**config.mk**
```make
export PLATFORM = sky130hd
export DESIGN_NAME = mem_ctrl
export DESIGN_NICKNAME = d
export VERILOG_FILES = /design/src/rtl/mem_ctrl.sv
export SDC_FILE = /design/constraint.sdc
export NUM_CORES = 1
export LEC_CHECK = 0
export BUFFER_PORTS_ARGS = -buffer_cell sky130_fd_sc_hd__clkbuf_2
export CAP_MARGIN = 20
export CORE_MARGIN = 3
export CORE_UTILIZATION = 41
export CTS_CLUSTER_SIZE = 8
export DETAILED_ROUTE_END_ITERATION = 7
export PLACE_DENSITY = 0.81
export SLEW_MARGIN = 10
export SYNTH_ARGS = -nofsm -noshare
export SYNTH_HDL_FRONTEND = slang
export SYNTH_SLANG_ARGS = --single-unit
```
**constraint.sdc**
```tcl
create_clock -name clk -period 1.5 [get_ports clk]
set_input_delay 0.3 -clock clk [delete_from_list [all_inputs] [get_ports clk]]
set_output_delay 0.3 -clock clk [all_outputs]
set_load 0.03 [all_outputs]
```
**src/rtl/mem_ctrl.sv**
```systemverilog
`timescale 1ns/1ps
`default_nettype none
// ============================================================================
// Module   : mem_ctrl
// Purpose  : Byte-wide memory controller and arbiter. Serves one-byte reads
//            from the instruction cache (I side) and one-byte reads/writes
//            from the data side (D side) over a single synchronous byte
//            RAM/IO port. It honours branch flushes for the I side and stalls
//            IO-space writes while the IO write buffer is full.
// Ports    : clk, rst (async, active-low)
//            branch_error                      - flush of the I side
//            if_request_i/if_addr_i            - I side request
//            if_data_o/if_done_o               - I side response
//            mem_request_i/mem_wr_i/mem_addr_i/
//            mem_data_i                        - D side request
//            mem_data_o/mem_done_o             - D side response
//            ram_addr_o/ram_wr_o/ram_dout_o    - RAM command (registered)
//            ram_din_i                         - RAM read data
//            io_buffer_full_i                  - IO write buffer full
// Revision : 1.0 - initial release
// ============================================================================
module mem_ctrl #(
  parameter int unsigned       ADDR_W  = 32,
  parameter logic [ADDR_W-1:0] IO_BASE = ADDR_W'(32'h0003_0000)
) (
  input  logic              clk,
  input  logic              rst,
  input  logic              branch_error,
  input  logic              if_request_i,
  input  logic [ADDR_W-1:0] if_addr_i,
  output logic [7:0]        if_data_o,
  output logic              if_done_o,
  input  logic              mem_request_i,
  input  logic              mem_wr_i,
  input  logic [ADDR_W-1:0] mem_addr_i,
  input  logic [7:0]        mem_data_i,
  output logic [7:0]        mem_data_o,
  output logic              mem_done_o,
  output logic [ADDR_W-1:0] ram_addr_o,
  output logic              ram_wr_o,
  output logic [7:0]        ram_dout_o,
  input  logic [7:0]        ram_din_i,
  input  logic              io_buffer_full_i
);

  typedef enum logic [1:0] {
    ST_IDLE  = 2'd0,
    ST_ISSUE = 2'd1,
    ST_WAIT  = 2'd2,
    ST_DONE  = 2'd3
  } state_t;

  state_t            state, state_nxt;
  logic              owner_d, owner_d_nxt;   // 1: D side owns the slot
  logic              last_d, last_d_nxt;     // 1: last grant went to D
  logic              op_wr, op_wr_nxt;       // slot carries a D write
  logic [ADDR_W-1:0] ram_addr_nxt;
  logic              ram_wr_nxt;
  logic [7:0]        ram_dout_nxt;
  logic [7:0]        if_data_nxt, mem_data_nxt;
  logic              if_done_nxt, mem_done_nxt;

  logic              d_cand, i_cand, grant_d, i_flush;

  // An IO-space write cannot be accepted while the IO buffer is full; the
  // request simply stays pending until the buffer drains.
  assign d_cand  = mem_request_i &&
                   !(mem_wr_i && (mem_addr_i >= IO_BASE) && io_buffer_full_i);
  assign i_cand  = if_request_i && !branch_error;
  // Round-robin: on contention, the side that did not win last time wins.
  assign grant_d = d_cand && (!i_cand || !last_d);
  assign i_flush = !owner_d && branch_error;

  always_comb begin
    state_nxt    = state;
    owner_d_nxt  = owner_d;
    last_d_nxt   = last_d;
    op_wr_nxt    = op_wr;
    ram_addr_nxt = ram_addr_o;
    ram_wr_nxt   = 1'b0;
    ram_dout_nxt = ram_dout_o;
    if_data_nxt  = if_data_o;
    mem_data_nxt = mem_data_o;
    if_done_nxt  = 1'b0;
    mem_done_nxt = 1'b0;

    case (state)
      ST_IDLE: begin
        if (d_cand || i_cand) begin
          state_nxt    = ST_ISSUE;
          owner_d_nxt  = grant_d;
          last_d_nxt   = grant_d;
          op_wr_nxt    = grant_d && mem_wr_i;
          ram_addr_nxt = grant_d ? mem_addr_i : if_addr_i;
          ram_wr_nxt   = grant_d && mem_wr_i;
          if (grant_d && mem_wr_i) begin
            ram_dout_nxt = mem_data_i;
          end
        end
      end
      ST_ISSUE: begin
        // RAM samples the command on this edge; the strobe drops afterwards.
        state_nxt = i_flush ? ST_DONE : ST_WAIT;
      end
      ST_WAIT: begin
        state_nxt = ST_DONE;
        if (owner_d) begin
          mem_done_nxt = 1'b1;
          if (!op_wr) begin
            mem_data_nxt = ram_din_i;
          end
        end else if (!branch_error) begin
          if_done_nxt = 1'b1;
          if_data_nxt = ram_din_i;
        end
      end
      ST_DONE: begin
        // Spare cycle so the requester can advance before re-arbitration.
        state_nxt = ST_IDLE;
      end
      default: begin
        state_nxt = ST_IDLE;
      end
    endcase
  end

  always_ff @(posedge clk or negedge rst) begin
    if (!rst) begin
      state      <= ST_IDLE;
      owner_d    <= 1'b0;
      last_d     <= 1'b0;
      op_wr      <= 1'b0;
      ram_addr_o <= '0;
      ram_wr_o   <= 1'b0;
      ram_dout_o <= 8'h00;
      if_data_o  <= 8'h00;
      mem_data_o <= 8'h00;
      if_done_o  <= 1'b0;
      mem_done_o <= 1'b0;
    end else begin
      state      <= state_nxt;
      owner_d    <= owner_d_nxt;
      last_d     <= last_d_nxt;
      op_wr      <= op_wr_nxt;
      ram_addr_o <= ram_addr_nxt;
      ram_wr_o   <= ram_wr_nxt;
      ram_dout_o <= ram_dout_nxt;
      if_data_o  <= if_data_nxt;
      mem_data_o <= mem_data_nxt;
      if_done_o  <= if_done_nxt;
      mem_done_o <= mem_done_nxt;
    end
  end

endmodule
`default_nettype wire

```
==> metrics, run 1 <==
final worst-path cycle share=1.025; top cells by count, synth=nand2_1 (68), dfrtp_1 (63), nor2_1 (34); WS Path Type=reg2reg; Final Max Tran Viols=0; count leader, synth=nand2_1; pin count of the biggest net entering global routing=64; IO Pins=146; clk sink count=63; register area=0.001577 mm2; Die Span X=88.26 um; VDD IR max=0.0009061 V; clock-pin transition on the worst setup and hold timing paths=0.08 ns; die span in y=88.26 um; slew of the pin with the lowest slew margin=0.3650 ns; Hold Path Class=in2reg; Yosys top cell area share=0.5683; Antenna diodes=0; RD Place Congestion=0.7790; fraction of layout cells with a size suffix above 1=0.5595; DRC=0; nets@finish=540; I/O Buffers=145; via count=2674; P_leak=2.211 nW; status=complete, but fails checks; Worst setup SP type=flip-flop; Final Hold Viols=0; Post-Layout Cell Count=531; CP max FO=9; minimum clock period=1.538 ns; placed cell count=497; vias per cell=5.036; cell taking the most area after synthesis=dfrtp_1; PD cells=2238 mW/mm2; cells after synthesis=266; Max Cap Viol=0; largest cells by area after synthesis=dfrtp_1 (57%), nand2_1 (9.2%), a31oi_1 (7.2%); slew margin rel.=0.7567; final worst slack=-0.03767 ns; Critical Path RT=1.76 ns; num rows=29; post-synthesis sequential area ratio=0.5683; Syn Std Cell Area=0.002774 mm2; Clk Latency, worst-skew pair=0.34 ns; GRT Total Usage=0.2151; Routed Antenna Nets=0; TritonCTS clock tree=yes; Initial Utilization=0.4295; die area=0.007789 mm2; area of the core=0.006459 mm2; clock buffer depth=2; Initial DRC Count=94; DP HPWL=5.553 mm; worst path arrival time=1.80 ns; Fin Hold WS=0.1847 ns; first-pass GRT wire length=12.71 mm; ys flop type=dfrtp_1; Synth warnings=0; Root Driver=clkbuf_8; total iterations of the first detailed-routing run=5; Critical Path End Type=flip-flop; asr flop ratio synth=1.000; Final setup viols=18; number of CTS-inserted buffers=9; number of global-route vias before repair=2703; area of the multi-input gates=0.001256 mm2; Synth cell types=27; violated checks=negative setup slack; final WL=8.534 mm; EDFF count, synth=0; Synth Area per Inst=10.43 um2; initial antenna violation count=0; fmax=650.3 MHz; post-place setup slack=-0.3856 ns; RSZ-0062 raised after global routing=yes; wire per inst=16.07 um; CTS H-Tree Depth=3; area grow syn2layout=57.06%; Syn Nets=357; Fin Clk Skew=0.009061 ns; global-route congestion overflow total=0; fill count=511; Synth Register Bits=63
cells by family (layout without fill, tap and decap cells):
logic type | Yosys count | in the layout | share of synthesized area
buffers and inverters | 20 | 207 | 0.03834
and+or+nand+nor | 112 | 113 | 0.1628
DFF | 63 | 63 | 0.5683
AOI/OAI and AO/OA | 42 | 42 | 0.1001
muxes | 25 | 25 | 0.1123
adders and majority gates | 4 | 4 | 0.01804
flip-flops by register name, indices dropped and copies added, names as in the netlist:
| signal | count |
|---|---|
| if_data_o | 8 |
| if_done_o | 1 |
| last_d | 1 |
| mem_data_o | 8 |
| mem_done_o | 1 |
| op_wr | 1 |
| ram_addr_o | 32 |
| ram_dout_o | 8 |
| ram_wr_o | 1 |
| state | 2 |
placed cells by master (no fill, tap or decap), types with 2 or more instances in the layout:
cell type | Yosys | routed
buf_12 | 1 | 4
a31oi_1 | 32 | 31
clkbuf_16 | 0 | 2
buf_16 | 0 | 4
dfrtp_1 | 63 | 63
nand2_1 | 68 | 68
ha_1 | 4 | 2
buf_6 | 0 | 3
mux2_2 | 17 | 12
inv_2 | 0 | 2
nor2_2 | 0 | 6
clkbuf_8 | 0 | 9
mux2_4 | 8 | 13
clkbuf_2 | 0 | 144
and2_4 | 0 | 2
buf_4 | 1 | 29
clkinv_2 | 0 | 3
nor4_4 | 0 | 3
nor2_4 | 0 | 2
nor2_1 | 34 | 26
worst max-delay path, stage by stage (launching register included):
cell     delay (ns)
dfrtp_1        0.40
inv_2          0.10
ha_4           0.15
o21ai_2        0.05
o21ba_4        0.27
buf_4          0.15
buf_16         0.12
nor2_1         0.05
a31oi_1        0.15
worst paths after layout:
path                         startpoint              to  slack, ns  cells after the start
hold / removal             if_addr_i[4]   ram_addr_o[4]       0.18                      3
min in group asynchronous           rst  ram_addr_o[12]       0.50                      3
setup reg to reg               state[0]   ram_addr_o[6]      -0.04                      8
setup / recovery               state[0]   ram_addr_o[6]      -0.04                      8
max in group asynchronous           rst  ram_addr_o[27]       0.73                      3
hold reg to reg            if_data_o[2]    if_data_o[2]       0.51                      1
layout make-up:
| cell class | instances | share of cell area |
|---|---|---|
| sequential | 63 | 0.3619 |
| multi-input combinational | 184 | 0.2883 |
| timing repair buffer | 188 | 0.2817 |
| clock buffer | 10 | 0.02929 |
| tap | 77 | 0.02211 |
| clock inverter | 6 | 0.01407 |
| inverter | 3 | 0.002585 |
report_power, final:
part / leakage (nW) / internal [mW] / switching [mW]
sequential: 0.730 / 2.54 / 0.496
clock: 0.0960 / 0.762 / 0.679
combinational: 1.38 / 2.18 / 3.09
total: 2.21 / 5.49 / 4.26
metrics by stage:
stage | total power [mW] | TNS [ns] | util | cell area [um2]
2_1_floorplan | 6.002 | -1.770 | - | 2826
3_3_place_gp | 7.299 | -13.04 | 0.5831 | 3766
3_5_place_dp | 7.457 | -13.57 | 0.5831 | 3766
4_1_cts | 9.315 | 0 | 0.6455 | 4169
5_1_grt | 10.31 | -2.945 | 0.6745 | 4357
6_report | 9.749 | -0.2280 | 0.6745 | 4357
layer usage:
| layer | part of all wire | track usage |
|---|---|---|
| met5 | 0 | 0 |
| met4 | 0.013 | 0.09615 |
| met3 | 0.078 | 0.05028 |
| met2 | 0.50 | 0.3644 |
| met1 | 0.41 | 0.2610 |
repair_timing:
action,in CTS,in global routing
pin swaps,0,4
gates resized for setup,11,27
endpoints found under the setup margin,42,60
hold buffers,1,0
setup buffers,8,3
gates cloned,3,3
endpoints found under the hold margin,63,0
Note: power is estimated with default switching activity, not from simulation.
==> run 2, diff against run 1 <==
clock period = 1.3 ns   (was 1.5 ns; I/O delays follow)
==> run 2 against run 1 <==
The run still ends with negative setup slack left. Fmax down 1.5%. Non-clock buffer count stayed put. Worst setup slack got worse by 0.22 ns. Count of clock-buffer cells in the layout unchanged. Largest power group unchanged. Highest routed layer unchanged. Critical path depth unchanged. Power rose by 22%. Hold slack worse by 0.029 ns. Critical path type unchanged. Flip-flop and latch count unchanged. Via count increased by 0.86%.
==> metrics, run 2 (synthesis gave the netlist of run 1 again) <==
status=complete, but fails checks; violated checks=negative setup slack; first-pass GRT wire length=13.69 mm (+7.7%); Critical Path End Type=flip-flop; P_leak=2.275 nW (+2.9%); DRC=0 (unchanged); fmax=640.3 MHz (-1.5%); Initial DRC Count=103 (+9.6%); DP HPWL=5.440 mm (-2.0%); CP max FO=5 (-4); GRT Total Usage=0.2243 (+0.009207); VDD IR max=0.001420 V (+57%); Final Max Tran Viols=0 (unchanged); Fin Clk Skew=0.003934 ns (-0.005128 ns); Max Cap Viol=0 (unchanged); vias per cell=5.079 (+0.86%); TritonCTS clock tree=yes; commonest non-fill, non-tap cell in the layout=clkbuf_2; number of flip-flops in the largest register=32 (unchanged); worst path arrival time=1.77 ns (-0.03 ns); Die Span X=88.26 um (unchanged); Fin Hold WS=0.1560 ns (-0.02876 ns); total power=11.85 mW (+22%); wire per inst=15.79 um (-1.8%); most flop-heavy register=ram_addr_o; Antenna diodes=0 (unchanged); delay-heaviest family, CP=buffers and inverters; minimum clock period=1.562 ns (+0.02410 ns); final worst-path cycle share=1.201 (+0.1763); Hold Path Class=in2reg; slew of the pin with the lowest slew margin=0.3366 ns (-0.02840 ns); number of global-route vias before repair=2897 (+7.2%); Clk Latency, worst-skew pair=0.32 ns (-0.02 ns); clk sink count=63 (unchanged); Final Hold Viols=0 (unchanged); Worst path max stage delay=0.42 ns (+0.02 ns); RD Place Congestion=0.7472 (-4.1%); Routed Antenna Nets=0 (unchanged); slew margin rel.=0.7756 (+0.01893); via count=2697 (+0.86%); area grow syn2layout=65.85%; I/O Buffers=145 (unchanged); RSZ-0062 raised after global routing=yes; final WL=8.383 mm (-1.8%); clock-pin transition on the worst setup and hold timing paths=0.07 ns (about the same); nets@finish=540 (unchanged); worst-path cell chain=inv_2 -> ha_4 -> o21ai_2 -> o21ba_4 -> buf_6 -> buf_12 -> buf_16 -> a31oi_4; num rows=29 (unchanged); Worst path slowest cell=dfrtp_2; Worst setup SP type=flip-flop; PD cells=2575 mW/mm2 (+15%); Initial Utilization=0.4295 (unchanged); die area=0.007789 mm2 (unchanged); Root Driver=clkbuf_8; Worst Path Buf+Inv=4 (+1); IO Pins=146 (unchanged); die span in y=88.26 um (unchanged); total iterations of the first detailed-routing run=4 (-1); Final setup viols=60 (+42); initial antenna violation count=0 (unchanged); Critical Path RT=1.51 ns (-0.25 ns); global-route congestion overflow total=0 (unchanged); commonest non-fill, non-tap cells in the layout=clkbuf_2 (144), nand2_1 (67), dfrtp_1 (62), mux2_4 (25), nor2_1 (23); fraction of layout cells with a size suffix above 1=0.6013 (+0.04185); area of the core=0.006459 mm2 (unchanged); setup TNS=-11.22 ns (-10.99 ns); WS Path Type=reg2reg; number of CTS-inserted buffers=9 (unchanged); clock buffer depth=2 (unchanged); CTS H-Tree Depth=3 (unchanged); pin count of the biggest net entering global routing=64 (unchanged); final worst slack=-0.2618 ns (-0.2241 ns)
## run 2: cell types whose count changed in the layout (fill, tap and decap cells not counted), sizes merged
cell    previous run  this run
buf               41        42
clkbuf           156       155
## run 2: worst register-to-register path: stages (launching register included)
cell	delay, ns
dfrtp_2	0.42
inv_2	0.08
ha_4	0.15
o21ai_2	0.05
o21ba_4	0.28
buf_6	0.14
buf_12	0.11
buf_16	0.13
a31oi_4	0.07
## run 2: metal layers
layer  GRT usage  vias to the layer above  routed length (um)
met2      0.3923                      104                4326
li1            -                     1270                   -
met4     0.04808                        0                  38
met5           0                        -                   0
met1      0.2741                     1319                3422
met3     0.06797                        4                 596
## run 2: report_power, final
part / internal [mW] / leakage [nW] / switching (mW)
combinational: 2.86 / 1.45 / 3.79
sequential: 2.94 / 0.729 / 0.607
clock: 0.879 / 0.0960 / 0.768
## run 2: worst paths after layout
kind / from / endpoint / cells past startpoint / slack, ns
worst min register to register: op_wr / op_wr / 1 / 0.49
worst max register to register: state[1] / ram_addr_o[24] / 8 / -0.26
max in group asynchronous: rst / state[1] / 3 / 0.54
worst min-delay path: if_addr_i[3] / ram_addr_o[3] / 3 / 0.16
min in group asynchronous: rst / ram_dout_o[2] / 3 / 0.47
worst max-delay path: state[1] / ram_addr_o[24] / 8 / -0.26
## run 2: layout make-up
| type | instances | area (um2) |
|---|---|---|
| multi-input cells | 184 | 1491 |
| repair buffers | 188 | 1235 |
| flip-flops and latches | 63 | 1578 |
| fillers | 471 | 1858 |
| well taps | 77 | 96.34 |
| clock buffers | 10 | 127.6 |
| clock inverters | 6 | 61.31 |
| inverters | 3 | 11.26 |
## run 2: repair_timing
action	in CTS	in global routing
hold buffers	1	0
resized for setup	52	22
cloned	7	2
pin swaps	9	7
endpoints found under the hold margin	63	0
setup buffers	16	5
endpoints found under the setup margin	61	60
## run 2: per-stage QoR
step,worst slack (ns),cells,utilization,area (um2)
3_5_place_dp,-0.4716,495,0.5947,3841
5_1_grt,-0.3337,531,0.7123,4601
2_1_floorplan,-0.3813,266,-,2954
4_1_cts,-0.2038,532,0.7009,4527
6_report,-0.2618,531,0.7123,4601
3_3_place_gp,-0.4401,495,0.5947,3841
==> run 3, diff against run 2 <==
ABC_AREA = 1   (was unset)
CORE_UTILIZATION = 42   (was 41)
CTS_CLUSTER_SIZE = unset   (was 8)
PLACE_DENSITY = 0.8   (was 0.81)
==> run 3 against run 2 <==
The flow still finishes with violations (negative setup slack). Clock skew up 0.0072 ns. Design area is 2.5% higher. Global-route usage increased by 0.54 points. Flip-flop and latch count unchanged. Critical path type unchanged. Die area increased by 10%. Sequential power decreased by 4%. Clock power up 18%. Largest power group unchanged. Synthesized area is 14% higher. Combinational power is 17% lower. Final cell count up 29%. Worst setup slack better by 0.24 ns. Highest routed layer unchanged.
==> metrics, run 3 <==
Max Cap Viol=0 (unchanged); via count=3362 (+25%); Worst path slowest cell=dfrtp_1; R2R Path End=mem_data_o[0]; TritonCTS clock tree=yes; most flop-heavy register=ram_addr_o; global-route congestion overflow total=0 (unchanged); VDD IR max=0.001081 V (-24%); final instance area=0.004716 mm2 (+2.5%); hold depth=3 (unchanged); EDFF count, synth=0 (unchanged); largest cells by area after synthesis=dfrtp_1 (50%), nand2_1 (24%), nand4_1 (6.5%); total iterations of the first detailed-routing run=4 (unchanged); cell taking the most area after synthesis=dfrtp_1; Reg-to-Reg Start=state[0]; Critical Path End Type=flip-flop; clock-pin transition on the worst setup and hold timing paths=0.07 ns (about the same); die span in y=92.77 um (+5.1%); CTS H-Tree Depth=3 (unchanged); Synth Area per Inst=7.807 um2 (-25%); DP HPWL=6.894 mm (+27%); fraction of layout cells with a size suffix above 1=0.4286 (-0.1728); min-delay src=mem_data_i[0]; fmax=757.1 MHz (+18%); top cells by count, synth=nand2_1 (198), dfrtp_1 (63), nand4_1 (33); DRC=0 (unchanged); Synth cell types=24 (-11%); Worst setup SP type=flip-flop; initial antenna violation count=0 (unchanged); asr flop ratio synth=1.000 (unchanged); Syn Std Cell Area=0.003162 mm2 (+14%); Initial Utilization=0.4336 (+0.004112); delay-heaviest family, CP=simple AND/OR/NAND/NOR gates; num rows=31 (+6.9%); pin count of the biggest net entering global routing=64 (unchanged); Fin Clk Skew=0.01110 ns (+0.007163 ns); Root Driver=clkbuf_8; WS Path Type=reg2reg; Routed Antenna Nets=0 (unchanged); nets@finish=674 (+25%); Die Span X=92.77 um (+5.1%); first-pass GRT wire length=15.75 mm (+15%); worst-path cell chain=inv_2 -> ha_4 -> nand2_4 -> or2_4 -> nand2_2 -> o21ai_2; IO Pins=146 (unchanged); post-place setup slack=-0.3406 ns (+0.1309 ns); Hold Path Class=in2reg; final WL=9.759 mm (+16%); count leader, synth=nand2_1; Syn Nets=496 (+39%); Synth Register Bits=63 (unchanged); Antenna diodes=0 (unchanged); flop2flop setup slack=-0.02 ns (+0.24 ns); violated checks=negative setup slack; minimum clock period=1.321 ns (-0.2410 ns); area of the core=0.007292 mm2 (+13%); clk sink count=63 (unchanged); worst path arrival time=1.54 ns (-0.23 ns); vias per cell=4.894 (-3.6%); Final Max Tran Viols=0 (unchanged); final worst slack=-0.02081 ns (+0.2410 ns); die area=0.008605 mm2 (+10%); status=complete, but fails checks; hold endpoint=ram_dout_o[0]; Worst Path Buf+Inv=1 (-3); P_leak=2.697 nW (+19%); Initial DRC Count=170 (+65%); clock buffer depth=2 (unchanged); Critical Path RT=1.52 ns (about the same); number of flip-flops in the largest register=32 (unchanged); I/O Buffers=145 (unchanged); RD Place Congestion=0.7792 (+4.3%); GRT Total Usage=0.2297 (+0.005391); dpl cell area=0.004230 mm2 (+10%); Clk Latency, worst-skew pair=0.34 ns (+0.02 ns); Final setup viols=2 (-97%); ys flop type=dfrtp_1; reg2reg path depth=6 (-2); Worst path max stage delay=0.39 ns (-0.03 ns); Yosys top cell area share=0.4986 (-0.06972); CP max FO=8 (+3); wire per inst=14.21 um (-10%); commonest non-fill, non-tap cell in the layout=nand2_1; post-synthesis sequential area ratio=0.4986 (-0.06972); slew of the pin with the lowest slew margin=0.3335 ns (-0.003060 ns); number of CTS-inserted buffers=9 (unchanged); area grow syn2layout=49.15%; cells after synthesis=405 (+52%); final worst-path cycle share=1.016 (-0.1854); Synth warnings=0 (unchanged); RSZ-0062 raised after global routing=yes; Final Hold Viols=0 (unchanged); commonest non-fill, non-tap cells in the layout=nand2_1 (178), clkbuf_2 (144), dfrtp_1 (63), nand4_1 (33), buf_4 (32); slew margin rel.=0.7777 (+0.002040); fill count=651 (+38%); PD cells=2311 mW/mm2 (-10%); number of global-route vias before repair=3400 (+17%)
## run 3: cell count changes after synthesis, sizes merged, moves of 3 or more
| cell | before | now |
|---|---|---|
| buf | 11 | 14 |
| clkbuf | 6 | 9 |
| nor2 | 34 | 11 |
| mux2 | 25 | 0 |
| nand4 | 0 | 34 |
| nand3 | 0 | 12 |
| o21bai | 0 | 8 |
| nand2 | 68 | 202 |
| nor4 | 3 | 0 |
| inv | 3 | 24 |
| o21ai | 1 | 20 |
| a31oi | 32 | 0 |
## run 3: cell families after synthesis
logic type | after synthesis | synth area share
AO/OA/AOI/OAI | 28 | 0.05065
adder cells (fa/ha/maj) | 4 | 0.01583
buffers and inverters | 49 | 0.07676
flip-flops | 63 | 0.4986
AND/OR/NAND/NOR | 261 | 0.3581
## run 3: routing by layer
layer  global-route usage  vias up  share of wire
li1                     -     1651              -
met1               0.2903     1558           0.42
met2               0.3899      143           0.51
met3              0.04549       10          0.070
met4              0.08181        0         0.0087
met5                    0        -              0
## run 3: power by group
part	switching, mW	internal (mW)	leakage [nW]
Clock	0.811	1.14	0.109
Combinational	3.65	1.88	1.80
Sequential	0.562	2.85	0.791
## run 3: worst register-to-register path: cells and delay by family (launching register included)
family	cells	cell delay [ns]
adders and majority gates	1	0.16
and+or+nand+nor	3	0.47
DFF	1	0.39
buffers and inverters	1	0.12
AOI/OAI and AO/OA	1	0.06
## run 3: worst max-delay path by stage
stage          depth (start not counted)             end           start
2_1_floorplan                          8   mem_data_o[5]        state[0]
3_3_place_gp                          12  ram_addr_o[15]  mem_addr_i[18]
3_5_place_dp                          12   ram_addr_o[1]  mem_addr_i[20]
4_1_cts                               12   ram_addr_o[1]  mem_addr_i[18]
5_1_grt                                6   mem_data_o[0]        state[0]
6_report                               6   mem_data_o[0]        state[0]
## run 3: timing repair
action | in CTS | in global routing
pin swaps | 3 | 18
cloned | 2 | 0
setup endpoints to repair | 52 | 51
hold buffers | 1 | 0
gates resized for setup | 12 | 45
setup buffers | 2 | 5
hold endpoints to repair | 63 | 0
## run 3: area by class of cell
cell class | count | area (um2) | share of cell area
clock buffers | 10 | 137.6 | 0.02919
clock inverters | 6 | 92.59 | 0.01963
inverters | 26 | 115.1 | 0.02441
multi-input cells | 294 | 1513 | 0.3208
flip-flops and latches | 63 | 1577 | 0.3343
well taps | 99 | 123.9 | 0.02627
repair buffers | 188 | 1141 | 0.2420
repair inverters | 1 | 16.27 | 0.003449
## run 3: through the flow
stage	hold WS, ns	power, mW	std cells	util	TNS, ns
after global placement	0.2944	8.280	662	0.5801	-10.81
after CTS	0.1414	10.62	683	0.6232	-0.03195
after global routing	0.1518	11.60	687	0.6467	-1.477
after floorplan	-0.03559	6.657	405	-	-0.5038
final	0.1438	10.90	687	0.6467	-0.03105
after detailed placement	0.2985	8.464	662	0.5801	-13.80
